### src/rtl/bsg_fifo_reorder_dispatch_pkg.sv
// Shared types and constants for the reorder-FIFO dispatch stage.
// The entry struct is sized from the default build widths below; the top
// module's parameters default to these same values.
package bsg_fifo_reorder_dispatch_pkg;

   // Log2 that never returns zero, so a one-element space still gets a 1-bit field
   function automatic int unsigned safe_clog2(input int unsigned x);
      return (x <= 1) ? 1 : $clog2(x);
   endfunction

   localparam int unsigned stats_width_lp = 32;

   localparam int unsigned pkg_width_lp    = 32;
   localparam int unsigned pkg_els_lp      = 16;
   localparam int unsigned pkg_num_dest_lp = 16;
   localparam int unsigned pkg_lg_els_lp   = safe_clog2(pkg_els_lp);
   localparam int unsigned pkg_lg_dest_lp  = safe_clog2(pkg_num_dest_lp);

   typedef enum logic {eEmpty, eFull} hold_state_e;

   typedef struct packed {
      logic [pkg_width_lp-1:0]   data;
      logic [pkg_lg_els_lp-1:0]  id;
      logic [pkg_lg_dest_lp-1:0] dest;
   } dispatch_entry_s;

endpackage

### src/rtl/bsg_dispatch_credit_counter.sv
// Per-destination outstanding-request credit counter.
// Resets full; nonzero_o is registered alongside the count.
module bsg_dispatch_credit_counter
   import bsg_fifo_reorder_dispatch_pkg::*;
#(
   parameter int unsigned max_p = 4,
   localparam int unsigned width_lp = safe_clog2(max_p + 1)
)(
   input  logic clk_i,
   input  logic reset_n_i,
   input  logic dec_i,
   input  logic inc_i,
   output logic nonzero_o
);

   logic [width_lp-1:0] count_r;
   logic [width_lp-1:0] count_n;

   // Up/down step; simultaneous take and return cancel out
   always_comb begin
      count_n = count_r;
      if (inc_i & ~dec_i)
         count_n = count_r + width_lp'(1);
      else if (dec_i & ~inc_i)
         count_n = count_r - width_lp'(1);
   end

   // Count and its nonzero flag, both restored to full credit on reset
   always_ff @(posedge clk_i or negedge reset_n_i) begin
      if (!reset_n_i) begin
         count_r   <= width_lp'(max_p);
         nonzero_o <= (max_p != 0);
      end else begin
         count_r   <= count_n;
         nonzero_o <= (count_n != '0);
      end
   end

   // A return while already at full credit means the remote side double-returned
   a_no_overflow: assert property (@(posedge clk_i) disable iff (!reset_n_i)
      !(inc_i && (count_r == width_lp'(max_p))));

endmodule

### src/rtl/bsg_fifo_reorder_dispatch.sv
// Pairs requests with reorder-FIFO IDs and dispatches them to one of
// num_dest_p targets through a one-entry output register, gated by
// per-destination credits.
// Optional statistics counters: define BSG_FIFO_REORDER_DISPATCH_STATS_EN.
module bsg_fifo_reorder_dispatch
   import bsg_fifo_reorder_dispatch_pkg::*;
#(
   parameter int unsigned width_p        = pkg_width_lp,
   parameter int unsigned els_p          = pkg_els_lp,
   parameter int unsigned num_dest_p     = pkg_num_dest_lp,
   parameter int unsigned dest_credits_p = 4,
   localparam int unsigned lg_els_lp     = safe_clog2(els_p),
   localparam int unsigned lg_dest_lp    = safe_clog2(num_dest_p)
)(
   input  logic                  clk_i,
   input  logic                  reset_n_i,
   input  logic                  req_v_i,
   input  logic [width_p-1:0]    req_data_i,
   input  logic [lg_dest_lp-1:0] req_dest_i,
   output logic                  req_ready_o,
   input  logic                  alloc_v_i,
   input  logic [lg_els_lp-1:0]  alloc_id_i,
   output logic                  alloc_yumi_o,
   output logic [num_dest_p-1:0] dest_v_o,
   output logic [width_p-1:0]    dest_data_o,
   output logic [lg_els_lp-1:0]  dest_id_o,
   input  logic [num_dest_p-1:0] dest_yumi_i,
   input  logic [num_dest_p-1:0] credit_return_i
`ifdef BSG_FIFO_REORDER_DISPATCH_STATS_EN
   ,
   output logic [stats_width_lp-1:0] dispatch_count_o,
   output logic [stats_width_lp-1:0] stall_alloc_count_o,
   output logic [stats_width_lp-1:0] stall_credit_count_o
`endif
);

   hold_state_e     state_r, state_n;
   dispatch_entry_s entry_r, entry_n;
   logic [num_dest_p-1:0] dest_v_n;
   logic [num_dest_p-1:0] credit_nz;
   logic [num_dest_p-1:0] credit_dec;
   logic drain, can_load, credit_ok, accept;

   // Handshake: a new entry may load when the register is empty or draining this cycle
   always_comb begin
      drain        = (state_r == eFull) & dest_yumi_i[entry_r.dest];
      can_load     = (state_r == eEmpty) | drain;
      credit_ok    = (32'(req_dest_i) < num_dest_p) & credit_nz[req_dest_i];
      req_ready_o  = reset_n_i & alloc_v_i & can_load & credit_ok;
      accept       = req_v_i & req_ready_o;
      alloc_yumi_o = accept;
   end

   // Output register next state; one-hot valid is computed at load time
   always_comb begin
      state_n  = state_r;
      entry_n  = entry_r;
      dest_v_n = dest_v_o;
      case (state_r)
         eEmpty:  if (accept) state_n = eFull;
         eFull:   if (drain & ~accept) state_n = eEmpty;
         default: state_n = eEmpty;
      endcase
      if (accept) begin
         entry_n  = '{data: req_data_i, id: alloc_id_i, dest: req_dest_i};
         dest_v_n = num_dest_p'(1) << req_dest_i;
      end else if (drain) begin
         dest_v_n = '0;
      end
   end

   // Output register; reset discards any held request
   always_ff @(posedge clk_i or negedge reset_n_i) begin
      if (!reset_n_i) begin
         state_r  <= eEmpty;
         entry_r  <= '0;
         dest_v_o <= '0;
      end else begin
         state_r  <= state_n;
         entry_r  <= entry_n;
         dest_v_o <= dest_v_n;
      end
   end

   assign dest_data_o = entry_r.data;
   assign dest_id_o   = entry_r.id;

   // One credit counter per destination; credit is taken when the request loads
   for (genvar d = 0; d < num_dest_p; d++) begin : g_credit
      assign credit_dec[d] = accept & (req_dest_i == lg_dest_lp'(d));
      bsg_dispatch_credit_counter #(.max_p(dest_credits_p)) u_credit (
         .clk_i     (clk_i),
         .reset_n_i (reset_n_i),
         .dec_i     (credit_dec[d]),
         .inc_i     (credit_return_i[d]),
         .nonzero_o (credit_nz[d])
      );
   end

`ifdef BSG_FIFO_REORDER_DISPATCH_STATS_EN
   // Saturating event counters for dispatches and the two stall causes
   always_ff @(posedge clk_i or negedge reset_n_i) begin
      if (!reset_n_i) begin
         dispatch_count_o     <= '0;
         stall_alloc_count_o  <= '0;
         stall_credit_count_o <= '0;
      end else begin
         if (drain && (dispatch_count_o != '1))
            dispatch_count_o <= dispatch_count_o + stats_width_lp'(1);
         if (req_v_i && !alloc_v_i && (stall_alloc_count_o != '1))
            stall_alloc_count_o <= stall_alloc_count_o + stats_width_lp'(1);
         if (req_v_i && alloc_v_i && can_load && !credit_ok && (stall_credit_count_o != '1))
            stall_credit_count_o <= stall_credit_count_o + stats_width_lp'(1);
      end
   end
`endif

   // A destination may only consume what it is being offered
   a_yumi_legal: assert property (@(posedge clk_i) disable iff (!reset_n_i)
      ((dest_yumi_i & ~dest_v_o) == '0));

   // Requests must target an existing destination
   a_dest_range: assert property (@(posedge clk_i) disable iff (!reset_n_i)
      !(req_v_i && (32'(req_dest_i) >= num_dest_p)));

endmodule
### config.mk
export PLATFORM = sky130hd
export DESIGN_NAME = bsg_fifo_reorder_dispatch
export DESIGN_NICKNAME = d
export VERILOG_FILES = /design/src/rtl/bsg_fifo_reorder_dispatch_pkg.sv /design/src/rtl/bsg_dispatch_credit_counter.sv /design/src/rtl/bsg_fifo_reorder_dispatch.sv
export SDC_FILE = /design/constraint.sdc
export NUM_CORES = 1
export LEC_CHECK = 0
export BUFFER_PORTS_ARGS = -buffer_cell sky130_fd_sc_hd__clkbuf_2
export CAP_MARGIN = 20
export CORE_MARGIN = 3
export CORE_UTILIZATION = 37
export CTS_BUF_LIST = sky130_fd_sc_hd__clkbuf_4 sky130_fd_sc_hd__clkbuf_8
export DETAILED_ROUTE_END_ITERATION = 7
export GPL_ROUTABILITY_DRIVEN = 0
export PLACE_DENSITY_LB_ADDON = 0.3
export SLEW_MARGIN = 20
export SYNTH_ARGS = -nofsm -noshare
export SYNTH_HDL_FRONTEND = slang
export SYNTH_SLANG_ARGS = --single-unit
### constraint.sdc
create_clock -name clk_i -period 6.8 [get_ports clk_i]
set_input_delay 1.36 -clock clk_i [delete_from_list [all_inputs] [get_ports clk_i]]
set_output_delay 1.36 -clock clk_i [all_outputs]
set_load 0.01 [all_outputs]
==> impl_results.md <==
* WP data arrival at 3290 ps
* Cts bufs inserted at 17
* Clock Sinks at 121
* Fin nets at 867
* Global routing usage on met1 at 0.187
* Synthesis-to-layout area growth at 14.0%
* CTS Root Cell: clkbuf_8
* Core Box Area at 18800 um^2
* Fin. max-slew vios at 0
* Count of state elements after synthesis at 121
* Initial antenna violation count at 2
* Post-synth EDFFs at 0
* # DRC at 0
* WL per Instance at 14.2 um
* Max-cap violations at 0
* Post-CTS setup buffers at 0
* Vias in the first global route at 4672
* Die area at 20900 um^2
* Drt via density at 4.85
* PortBufs at 129
* Cell variety after synth at 60
* Crit path capture type: primary output
* Via count at 5010
* Die Y at 145 um
* Most used cell, CP: clkbuf_2
* Max stage delay cell, worst path: a221oi_4
* Synthesized Nets at 776
* Slew Limit Headroom at 0.447
* Crit Path Class: in -> out
* Worst-Skew Late Latency at 430 ps
* Detailed Route WL at 14700 um
* Fraction of registers with async set/reset at 1.00
* First-pass GRT wire length at 23500 um
* Drt pass-1 iters at 4
* VDD IR max at 0.000152 V
* Die Wd at 145 um
* Clk_skew at 10.8 ps
* Nature of the critical path startpoint: input port
* Util after Layout at 0.431
* # hold bufs at CTS at 0
* Setup_tns at 0 ps
* Seq/Total Area, Yosys at 0.431
* Leak Pwr at 3.84 nW
* IO Count at 130
* Final min period at 4650 ps
* CTS tree: yes
* Crit-path leading delay family: compound AO/OA/AOI/OAI gates
* Bufs on Longest Clock Path at 2
* Largest net degree at the start of global routing at 63
* Post-DP HPWL at 10700 um
* Gr busiest metal: met2
* RSZ-0062 raised after global routing: false
* Antenna cells at 0
* Status: complete, no violations
* WP buf/inv at 3
* Grt met3 use at 0.0477
* Final setup vio count at 0
* Share of layout cells above drive strength 1 at 0.346
* Rows at 50
* Critical Path RT at 5440 ps
* Worst path cell trace: clkbuf_2 -> mux2i_1 -> mux4_2 -> a221oi_4 -> nand4_2 -> inv_1 -> clkbuf_2
* Fmax at 215 MHz
* Hold crit path type: reg -> reg
* Commonest register cell after synthesis: dfrtp_1
* Power density over cell area at 410 nW/um^2
* Worst-path clk slew at 70 ps
* Synthesized instance count at 668
* CP max stage delay at 790 ps
* First-iteration detailed-routing DRC count at 262
* Grt ovf at 0
* Critical-path maximum fanout at 18
* Yosys warning count at 0
* Final hold viol count at 0
* PostCTS Resize Cnt at 0
* GRT Util Overall at 0.142
* H-tree depth at 4
* Met2 Resource Use GR at 0.224
* Avg Inst Size Synth at 10.7 um^2
* Worst-margin pin slew at 830 ps
* Period utilization at 0.684
* Initial Utilization at 0.378
* Post-Syn Area at 7120 um^2
* Routed Antenna Nets at 0
==> state kept, by name, indices dropped and copies added, names as in the netlist <==
signal and cells:
dest_v_o 16, g_credit.u_credit.nonzero_o 16, dest_data_o 32, g_credit.u_credit.count_r 48, entry_r 4, dest_id_o 4
state_r 1
==> layer usage <==
metal	routed length, um	up-vias
met5	33	-
met4	139	4
met3	1120	15
met2	6600	135
met1	6800	2374
li1	-	2482
==> synthesized netlist by cell type, drive strengths merged (3+ instances only) <==
cell / count / area share
dfstp: 32 / 0.12
o311a: 7 / 0.0098
a21oi: 10 / 0.0070
maj3: 5 / 0.0072
a211o: 3 / 0.0037
o211ai: 8 / 0.0084
ha: 32 / 0.056
nor2: 18 / 0.0095
clkbuf: 8 / 0.0042
nand4: 9 / 0.011
nand2: 73 / 0.038
a311oi: 7 / 0.0086
a21o: 8 / 0.0084
mux2: 51 / 0.081
or3: 7 / 0.0062
nand3: 14 / 0.011
xnor2: 31 / 0.038
mux4: 5 / 0.016
nand2b: 14 / 0.012
dfrtp: 89 / 0.31
and2: 4 / 0.0035
nor3b: 6 / 0.0063
mux2i: 26 / 0.037
xor2: 18 / 0.022
o21ai: 29 / 0.020
and3: 4 / 0.0035
nor4: 4 / 0.0035
nor3: 24 / 0.020
a31oi: 4 / 0.0035
nand3b: 3 / 0.0032
buf: 51 / 0.051
o21bai: 5 / 0.0053
nor2b: 3 / 0.0026
inv: 38 / 0.020
==> layout make-up <==
class / count / area, um^2
clock buffer: 20 / 269
tap: 260 / 325
timing repair buffer: 131 / 663
inverter: 38 / 143
multi-input combinational: 450 / 3520
clock inverter: 12 / 125
sequential: 121 / 3070
fill: 1774 / 10700
==> per-stage QoR <==
step / worst slack [ps] / area [um^2] / hold slack [ps] / total power [mW] / instances
floorplan: 2420 / 7120 / 474 / 2.46 / 668
global placement: 2180 / 7710 / 460 / 2.67 / 1000
detailed placement: 2140 / 7710 / 462 / 2.70 / 1000
CTS: 2120 / 8110 / 483 / 3.37 / 1032
global route: 1990 / 8120 / 505 / 3.61 / 1032
finish: 2150 / 8120 / 475 / 3.32 / 1032
==> cells in the final DEF (no fill, tap or decap), types with 19 or more instances in the layout <==
master    Yosys  routed
clkbuf_8      0      19
mux2_2       51      51
dfrtp_1      89      89
clkbuf_2      0     128
inv_1        38      38
nor3_1       21      21
mux2i_1      26      26
o21ai_0      27      27
nand2_1      73      73
ha_1         32      32
xnor2_1      31      31
dfstp_2      32      32
==> worst register-to-register path, stage by stage, from the launching register on <==
cell and delay, ps:
dfrtp_1 640, mux2i_1 140, mux4_2 570, a221oi_4 790, o2111a_1 550, a31oi_1 170, xnor2_1 160, or3_1 370
==> report_power, final <==
group          internal, mW  switching, mW  total (mW)  leakage [nW]
clock                 0.346          0.294       0.641         0.198
sequential             1.10          0.269        1.37          1.43
combinational         0.653          0.665        1.32          2.21
total                  2.10           1.23        3.32          3.84
==> path summary, 6_finish.rpt <==
kind	start	end	slack, ps	depth (start not counted)
max in group asynchronous	reset_n_i	dest_data_o[3]	4500	2
setup / recovery	dest_yumi_i[14]	alloc_yumi_o	2150	7
min in group asynchronous	reset_n_i	dest_data_o[4]	1000	1
hold / removal	dest_v_o[1]	dest_v_o[1]	470	2
hold reg to reg	dest_v_o[1]	dest_v_o[1]	470	2
setup reg to reg	entry_r[1]	g_credit[8].u_credit.nonzero_o	3330	7
==> cells by family (layout without fill, tap and decap cells) <==
kind of cell	count (synthesis)	after routing	share of synthesized area
AO/OA/AOI/OAI	93	93	0.0955
AND/OR/NAND/NOR	189	189	0.141
buffers and inverters	97	201	0.0756
XOR/XNOR	49	49	0.0603
flip-flops	121	121	0.431
adder cells (fa/ha/maj)	37	37	0.0635
multiplexers	82	82	0.133
No activity file was read; power rests on OpenSTA's default activity.
